<file path="config.mk">
export PLATFORM = sky130hd
export DESIGN_NAME = odd_parity_frame_rx
export DESIGN_NICKNAME = d
export VERILOG_FILES = /design/src/rtl/odd_parity_frame_rx.sv
export SDC_FILE = /design/constraint.sdc
export NUM_CORES = 1
export LEC_CHECK = 0
export CAP_MARGIN = 25
export CORE_ASPECT_RATIO = 0.7
export CORE_MARGIN = 2
export CORE_UTILIZATION = 52
export DETAILED_ROUTE_END_ITERATION = 10
export PLACE_DENSITY = 0.77
export SYNTH_ARGS = -nofsm -noshare
export SYNTH_HDL_FRONTEND = slang
export SYNTH_SLANG_ARGS = --single-unit
</file>
<file path="constraint.sdc">
create_clock -name clk -period 1.67 [get_ports clk]
set_clock_uncertainty 0.05 [all_clocks]
set_input_delay 0.334 -clock clk [delete_from_list [all_inputs] [get_ports clk]]
set_output_delay 0.334 -clock clk [all_outputs]
set_load 0.03 [all_outputs]
</file>
<file path="src/rtl/odd_parity_frame_rx.sv">
// odd_parity_frame_rx
//   Deserializes a bit-strobed serial frame: start(0), DATA_W data bits
//   (LSB first), one parity bit, one stop bit. The captured word and the
//   parity bit are offered downstream through a valid/ready holding
//   register. Parity is passed through unmodified; it is never evaluated here.
//
// Ports:
//   clk        rising-edge system clock
//   rst_n      synchronous active-low reset
//   bit_en     bit strobe; sdata is sampled only when bit_en=1
//   sdata      serial line, idle level 1
//   data_out   captured data word (bit 0 = first data bit received)
//   parity_out captured parity bit
//   out_valid  holding register contains an unconsumed frame
//   out_ready  consumer accepts the frame when out_valid && out_ready
//   busy       receiver is inside a frame (not IDLE)
//   frame_err  one-cycle pulse: stop bit sampled as 0
//   overrun    one-cycle pulse: completed frame dropped, holding register full
module odd_parity_frame_rx #(
  parameter int DATA_W = 8
) (
  input  logic              clk,
  input  logic              rst_n,
  input  logic              bit_en,
  input  logic              sdata,
  output logic [DATA_W-1:0] data_out,
  output logic              parity_out,
  output logic              out_valid,
  input  logic              out_ready,
  output logic              busy,
  output logic              frame_err,
  output logic              overrun
);

  localparam int CW = $clog2(DATA_W);

  typedef enum logic [1:0] {
    S_IDLE,
    S_DATA,
    S_PARITY,
    S_STOP
  } state_t;

  state_t            state_q;
  logic [CW-1:0]     cnt_q;
  logic [DATA_W-1:0] shift_q;
  logic              par_q;
  logic [DATA_W-1:0] data_q;
  logic              parity_q;
  logic              valid_q;
  logic              busy_q;
  logic              ferr_q;
  logic              ovr_q;

  always_ff @(posedge clk) begin
    if (!rst_n) begin
      state_q  <= S_IDLE;
      cnt_q    <= '0;
      shift_q  <= '0;
      par_q    <= 1'b0;
      data_q   <= '0;
      parity_q <= 1'b0;
      valid_q  <= 1'b0;
      busy_q   <= 1'b0;
      ferr_q   <= 1'b0;
      ovr_q    <= 1'b0;
    end else begin
      ferr_q <= 1'b0;
      ovr_q  <= 1'b0;

      // Consumption first; a commit on the same edge overrides it below.
      if (valid_q && out_ready) begin
        valid_q <= 1'b0;
      end

      if (bit_en) begin
        case (state_q)
          S_IDLE: begin
            if (!sdata) begin
              state_q <= S_DATA;
              cnt_q   <= '0;
              busy_q  <= 1'b1;
            end
          end
          S_DATA: begin
            shift_q[cnt_q] <= sdata;
            if (cnt_q == CW'(DATA_W - 1)) begin
              state_q <= S_PARITY;
              cnt_q   <= '0;
            end else begin
              cnt_q <= cnt_q + CW'(1);
            end
          end
          S_PARITY: begin
            par_q   <= sdata;
            state_q <= S_STOP;
          end
          S_STOP: begin
            state_q <= S_IDLE;
            busy_q  <= 1'b0;
            if (sdata) begin
              // Holding register is free if empty or being drained this edge.
              if (!valid_q || out_ready) begin
                data_q   <= shift_q;
                parity_q <= par_q;
                valid_q  <= 1'b1;
              end else begin
                ovr_q <= 1'b1;
              end
            end else begin
              ferr_q <= 1'b1;
            end
          end
          default: begin
            state_q <= S_IDLE;
            busy_q  <= 1'b0;
          end
        endcase
      end
    end
  end

  assign data_out   = data_q;
  assign parity_out = parity_q;
  assign out_valid  = valid_q;
  assign busy       = busy_q;
  assign frame_err  = ferr_q;
  assign overrun    = ovr_q;

endmodule

</file>
Yosys cells after proc, flatten, opt, wreduce, memory -nomap -nowiden:

Index checks and enable logic that the tools add are counted.

* equality and inequality tests: 6
* magnitude comparators: 2
* add/sub/neg operators: 1
* muxes and demuxes: 18
* reductions and logical operators: 15

Operators with widths (number)
* AND reduction 3 bit: 4
* two-way mux 1 bit: 9
* bitwise mux 8 bit: 1
* case mux 2 bit (4 select lines): 1
* AND reduction 4 bit: 2
* two-way mux 3 bit: 2
* case mux 3 bit (2 select lines): 1
* equality test 2 bit (second input constant): 2
* less-than comparator 3 x 4 -> 1 bit (second input constant): 1
* two-way mux 2 bit: 2
* inequality test 2 bit (second input constant): 2
* AND reduction 2 bit: 2
* nonzero test 2 bit: 2
* adder 3 x 1 -> 3 bit (second input constant): 1
* demux 1 bit (select 3 bit): 1
* equality test 3 bit (second input constant): 1
* greater-or-equal comparator 3 x 1 -> 1 bit (second input constant): 1
* equality test 2 x 1 -> 1 bit (second input constant): 1
* logical AND 1 bit: 2
* zero test 2 bit: 1
* case mux 1 bit (2 select lines): 1
* zero test 1 bit: 1
* logical OR 1 bit: 1

* output and inout port bits: 13
* input port bits: 5
* bits in registers: 27
* logic and storage cells: 52

Logic depth before layout (Yosys ltp):

Gate-level depths: netlist of run 1.

* depth after elaboration: 6
* gate-level depth with buffers: 5

Worst setup path before layout of run 1:

Ideal clock, no wire load.

* path type: flip-flop to flip-flop
* start point: register state_q[1]
* end point: register cnt_q[0]
* path buffers: 0
* cell stages (with the launch flop): 6
* data required time: 1.503 ns
* slack: 0.338 ns
* library setup time: 0.117 ns
* data arrival time: 1.164 ns
* cell sequence: dfxtp_1 inv_1 ha_1 and2_4 and3_4 a32o_1

* word-level cells in the longest chain between the ends: 3
* elaborated cells on any way between the ends: 6
* classes of those cells: eq/ne (2); mux (1); reduce/logical (3)

RTL lines
* from (decl): line 44 `state_t state_q;`
* from (signal assigned): line 57 `state_q <= S_IDLE;`
* from (signal assigned): line 80 `state_q <= S_DATA;`
* from (signal assigned): line 88 `state_q <= S_PARITY;`
* equality test 2 x 1 -> 1 bit or zero test 2 bit (tied branches): line 77 `case (state_q)`
* nonzero test 2 bit (no line) or inequality test 2 bit (tied branches)
* AND reduction 3 bit (no line)
* to (signal assigned): line 91 `cnt_q <= cnt_q + CW'(1);`
* to (decl): line 45 `logic [CW-1:0] cnt_q;`

Parallel ways exist; a longest one is shown, timed or not.
A chain may end at the register's enable or synchronous reset.

Final worst setup path of run 1:

* start point: register busy_q (netlist: busy)
* end point: output busy

RTL lines
* from (decl): line 51 `logic busy_q;`
* from (signal assigned): line 64 `busy_q <= 1'b0;`
* from (signal assigned): line 82 `busy_q <= 1'b1;`
* from (signal assigned): line 100 `busy_q <= 1'b0;`
* to (decl): line 30 `output logic busy,`

No word-level cell between the ends.

==> impl_metrics.tcl, run 1 <==
set metrics [dict create \
    status "finished, final reports clean" \
    yosysUniqueCellTypes 29 \
    synthCells 126 \
    hold_path_class "reg -> reg" \
    clock_path_buffers 2 \
    netlist_top_cells_area "dfxtp_1 44%, mux2i_1 15%, nand2_1 8.2%" \
    finalWorstSetupSlack_ps 171 \
    die_y_um 44.8 \
    critPathKind "reg -> out" \
    grt_pass1_wl_um 4040 \
    ios 18 \
    cts_setup_buffers 0 \
    grt_setup_unrepaired "false" \
    hold_viol 0 \
    dp_hpwl_um 1740 \
    fin_crit_sh 0.898 \
    grt.overflow.total 0 \
    path_buf_inv 1 \
    relSlewSlack 0.800 \
    synth_nets 137 \
    clkTransAtPathRegs_ps 140 \
    drive_gt1_frac 0.155 \
    arrival_ps 1120 \
    cts_sinks 27 \
    ant_nets 0 \
    worst_slew_pin_slew_ps 297 \
    row_count 14 \
    grt_pass1_vias 860 \
    diodes 0 \
    grt_max_degree 29 \
    dr.pass1.iters 4 \
    gp_congestion 0.751 \
    synth-edff-count 0 \
    slowest_delay_ps 410 \
    antenna_found_initial 0 \
    worstSetupStartpointType "flip-flop" \
    dpl.cell_count 176 \
    syn_area_per_cell_um2 9.83 \
    yosysTopAreaCellShare 0.436 \
    post-place-ws_ps -44.2 \
    synth.largest_area_cell "dfxtp_1" \
    wl_per_cell_um 13.0 \
    tns_ps 0 \
    routed_via_density 5.08 \
    grt_usage 0.193 \
    holdWs_ps 415 \
    drt_wl_total_um 2350 \
    p_per_area_nw_per_um2 726 \
    layout_min_cycle_time_ps 1500 \
    syn_to_final_growth_pct 21.5 \
    ys_seq_elements 27 \
    cpLargestDelayFamily "buffers and inverters" \
    dieArea_um2 2790 \
    drt_iter0_markers 58 \
    crit_slowest_cell "dlygate4sd2_1" \
    cts_hold_buf 0 \
    postLayoutCoreUtil 0.682 \
    drc_errors 0 \
    netlist_top_cells_count "27 x dfxtp_1, 27 x nand2_1, 18 x mux2i_1" \
    crit_required_ps 1290 \
    crit_chain "dlygate4sd2_1" \
    instances_no_fill 180 \
    cts_buffers 3 \
    synth_ff_type "dfxtp_1" \
    port_buffers 17 \
    ctsResizeCount 13 \
    endpoint_kind "primary output" \
    start_util 0.561 \
    netlist_area_um2 1240 \
    maxCapViolCount 0 \
    yosysWarnings 0 \
    clock.fmax_ghz 0.667 \
    ir_drop_mv 0.609 \
    maxSlewViolCount 0 \
    ys_async_sr_fraction 0 \
    setup_viol 0 \
    htree_levels 1 \
    die_w_um 62.3 \
    insertion_delay_ps 330 \
    nets 160 \
    yosysSeqAreaShare 0.436 \
    core_area_um2 2210 \
    critPathMaxFanout 3 \
    p_leak_nw 0.629 \
    cts_root_buffer "clkbuf_4" \
    vias 915 \
    cts_tree "done" \
]
-- per-layer routing --
metal | part of all wire | GRT usage
met5 | 0 | 0
met4 | 0.0055 | 0.0667
met3 | 0.046 | 0.0648
met2 | 0.48 | 0.322
met1 | 0.47 | 0.243
-- area by class of cell --
class | count | area (um^2)
clock buffer | 3 | 22.5
clock inverter | 1 | 7.51
fill | 189 | 702
inverter | 3 | 11.3
multi-input combinational | 87 | 629
sequential | 27 | 541
tap | 32 | 40.0
timing repair buffer | 27 | 254
-- metrics by stage --
step	instance area, um^2	power, W
3_5_place_dp	1490	0.000821
5_1_grt	1510	0.00115
3_3_place_gp	1490	0.000815
6_report	1510	0.00109
4_1_cts	1510	0.00111
2_1_floorplan	1240	0.000774
-- cell usage in the layout, fill, tap and decap left out, types with 2 or more instances in the layout --
master           netlist  final
nand2_1               27     27
nor2b_1                2      2
inv_1                  2      2
buf_12                 0      2
clkdlybuf4s50_1        0      4
a21oi_1                3      3
nand3_1                4      4
buf_4                  0      8
nand2b_1               2      2
o21ai_1                2      2
mux2i_1               18     18
dlygate4sd2_1          0     13
nand4b_1               2      2
nor2_1                 3      3
a32o_1                 3      3
ha_1                   6      6
nor3_1                 3      3
dfxtp_1               27     27
clkbuf_4               0      3
-- worst reg2reg max path, cell delays in order (launching register included) --
cell and delay (ps):
dfxtp_1 400, inv_1 80, ha_1 250, and2_4 190
and3_4 190, a32o_1 220
-- flip-flops by register name, indices dropped and copies added (netlist names) --
signal,count
shift_q,8
parity_out,1
cnt_q,3
busy,1
out_valid,1
frame_err,1
overrun,1
state_q,2
data_out,8
par_q,1
-- power breakdown --
part           total [W]  leakage [nW]  internal (W)  switching [W]
Clock           0.000288        0.0139     0.0000919       0.000196
Combinational   0.000140         0.397     0.0000599      0.0000804
Sequential      0.000664         0.218      0.000656     0.00000781
-- logic make-up (layout without fill, tap and decap cells) --
logic type | Yosys count | after routing | share of synthesized area
flip-flops | 27 | 27 | 0.436
multiplexers | 18 | 18 | 0.145
AND/OR/NAND/NOR | 53 | 53 | 0.246
AO/OA/AOI/OAI | 10 | 10 | 0.0556
buffers and inverters | 12 | 34 | 0.0556
adder cells (fa/ha/maj) | 6 | 6 | 0.0606
-- final timing paths --
check	endpoint	depth (start not counted)	slack, ps	startpoint
worst max-delay path	busy	1	170	busy
worst min-delay path	data_out[1]	2	420	data_out[1]
worst max register to register	cnt_q[0]	5	210	state_q[1]
worst min register to register	data_out[1]	2	420	data_out[1]
Power figures use the tool's default switching activity.
==> run 2: changes to the inputs <==
--- a/config.mk
+++ b/config.mk
@@ -8,9 +8,10 @@
 export CAP_MARGIN = 25
 export CORE_ASPECT_RATIO = 0.7
 export CORE_MARGIN = 2
-export CORE_UTILIZATION = 52
+export CORE_UTILIZATION = 45
 export DETAILED_ROUTE_END_ITERATION = 10
-export PLACE_DENSITY = 0.77
+export PLACE_DENSITY = 0.68
+export RECOVER_POWER = 50
 export SYNTH_ARGS = -nofsm -noshare
 export SYNTH_HDL_FRONTEND = slang
 export SYNTH_SLANG_ARGS = --single-unit
==> impl_metrics.tcl, run 2 (same netlist as run 1, synthesis figures left out) <==
set metrics [dict create \
    routed_via_density 5.10 \
    grt_pass1_vias 897 \
    drive_gt1_frac 0.122 \
    cts_buffers 3 \
    grt_setup_unrepaired "false" \
    die_w_um 66.7 \
    hold_viol 0 \
    antenna_found_initial 0 \
    htree_levels 1 \
    grt_max_degree 29 \
    p_per_area_nw_per_um2 797 \
    vias 923 \
    grt.overflow.total 0 \
    status "finished, final reports clean" \
    dr_wl_met3_um 100 \
    worst_slew_pin_slew_ps 363 \
    clock.fmax_ghz 0.614 \
    layout_min_cycle_time_ps 1630 \
    place_area_um2 1490 \
    relSlewSlack 0.759 \
    wl_met1_um 1220 \
    ios 18 \
    p_leak_nw 0.616 \
    setup_viol 0 \
    dr.pass1.iters 4 \
    cts_root_buffer "clkbuf_8" \
    port_buffers 17 \
    maxCapViolCount 0 \
    finalPower_w 0.00120 \
    cts_hold_buf 0 \
    gp_congestion 0.764 \
    ant_nets 0 \
    clkTransAtPathRegs_ps 110 \
    critPathMaxFanout 1 \
    diodes 0 \
    drt_iter0_markers 28 \
    arrival_ps 1250 \
    cts_tree "done" \
    die_y_um 47.9 \
    drc_errors 0 \
    top_layer_used "met4" \
    maxSlewViolCount 0 \
    path_buf_inv 1 \
    dieArea_um2 3200 \
    hold_path_class "reg -> reg" \
    start_util 0.489 \
    worstSetupStartpointType "flip-flop" \
    crit_required_ps 1290 \
    endpoint_kind "primary output" \
    clock_path_buffers 2 \
    route.met2.wl_um 1010 \
    core_area_um2 2530 \
    cpLargestDelayFamily "buffers and inverters" \
    grt_usage 0.170 \
    final_cell_mix "27 x nand2_1, 27 x dfxtp_1, 18 x mux2i_1, 11 x dlygate4sd2_1, 6 x ha_1" \
    crit_slowest_cell "clkdlybuf4s50_1" \
    cts_sinks 27 \
    insertion_delay_ps 280 \
    syn_to_final_growth_pct 21.2 \
    cts_setup_buffers 0 \
    fin_crit_sh 0.976 \
    critPathKind "reg -> out" \
    fin_area_um2 1500 \
    grt_pass1_wl_um 3970 \
    wl_per_cell_um 13.0 \
    dp_hpwl_um 1730 \
    holdWs_ps 409 \
    crit_chain "clkdlybuf4s50_1" \
    slowest_delay_ps 660 \
    nets 159 \
    row_count 15 \
    ir_drop_mv 0.522 \
    drt_wl_total_um 2350 \
]
## run 2: layout make-up
class	count	area, um^2
fillers	249	1030
multi-input cells	87	622
flip-flops and latches	27	541
repair buffers	26	235
well taps	34	42.5
clock buffers	3	41.3
inverters	3	11.3
clock inverters	1	8.76
## run 2: final timing paths
path	slack, ps	cells past startpoint	start	to
setup / recovery	40	1	frame_err	frame_err
hold / removal	410	2	data_out[1]	data_out[1]
hold reg to reg	410	2	data_out[1]	data_out[1]
setup reg to reg	200	5	state_q[1]	data_out[2]
## run 2: metal layers
metal | track usage | vias to the layer above
li1 | - | 472
met4 | 0.0367 | 0
met3 | 0.0612 | 2
met5 | 0 | -
met2 | 0.284 | 15
met1 | 0.215 | 434
## run 2: per-stage QoR
step | cells | TNS, ps | utilization | setup WS, ps
after global routing | 181 | 0 | 0.593 | 10.8
final | 181 | 0 | 0.593 | 40.9
after floorplan | 126 | 0 | - | 338
after global placement | 177 | -43.4 | 0.587 | -19.4
after detailed placement | 177 | -210 | 0.587 | -56.8
after CTS | 181 | 0 | 0.601 | 8.28
## run 2: timing repair
action,in CTS,in global routing
pin swaps,0,0
resized for setup,11,1
setup endpoints to repair,11,1
endpoints found under the hold margin,0,0
## run 2: power breakdown
part	internal, W	switching, W
logic	0.0000560	0.0000794
registers	0.000655	0.00000915
clock network	0.000175	0.000222
total	0.000887	0.000310
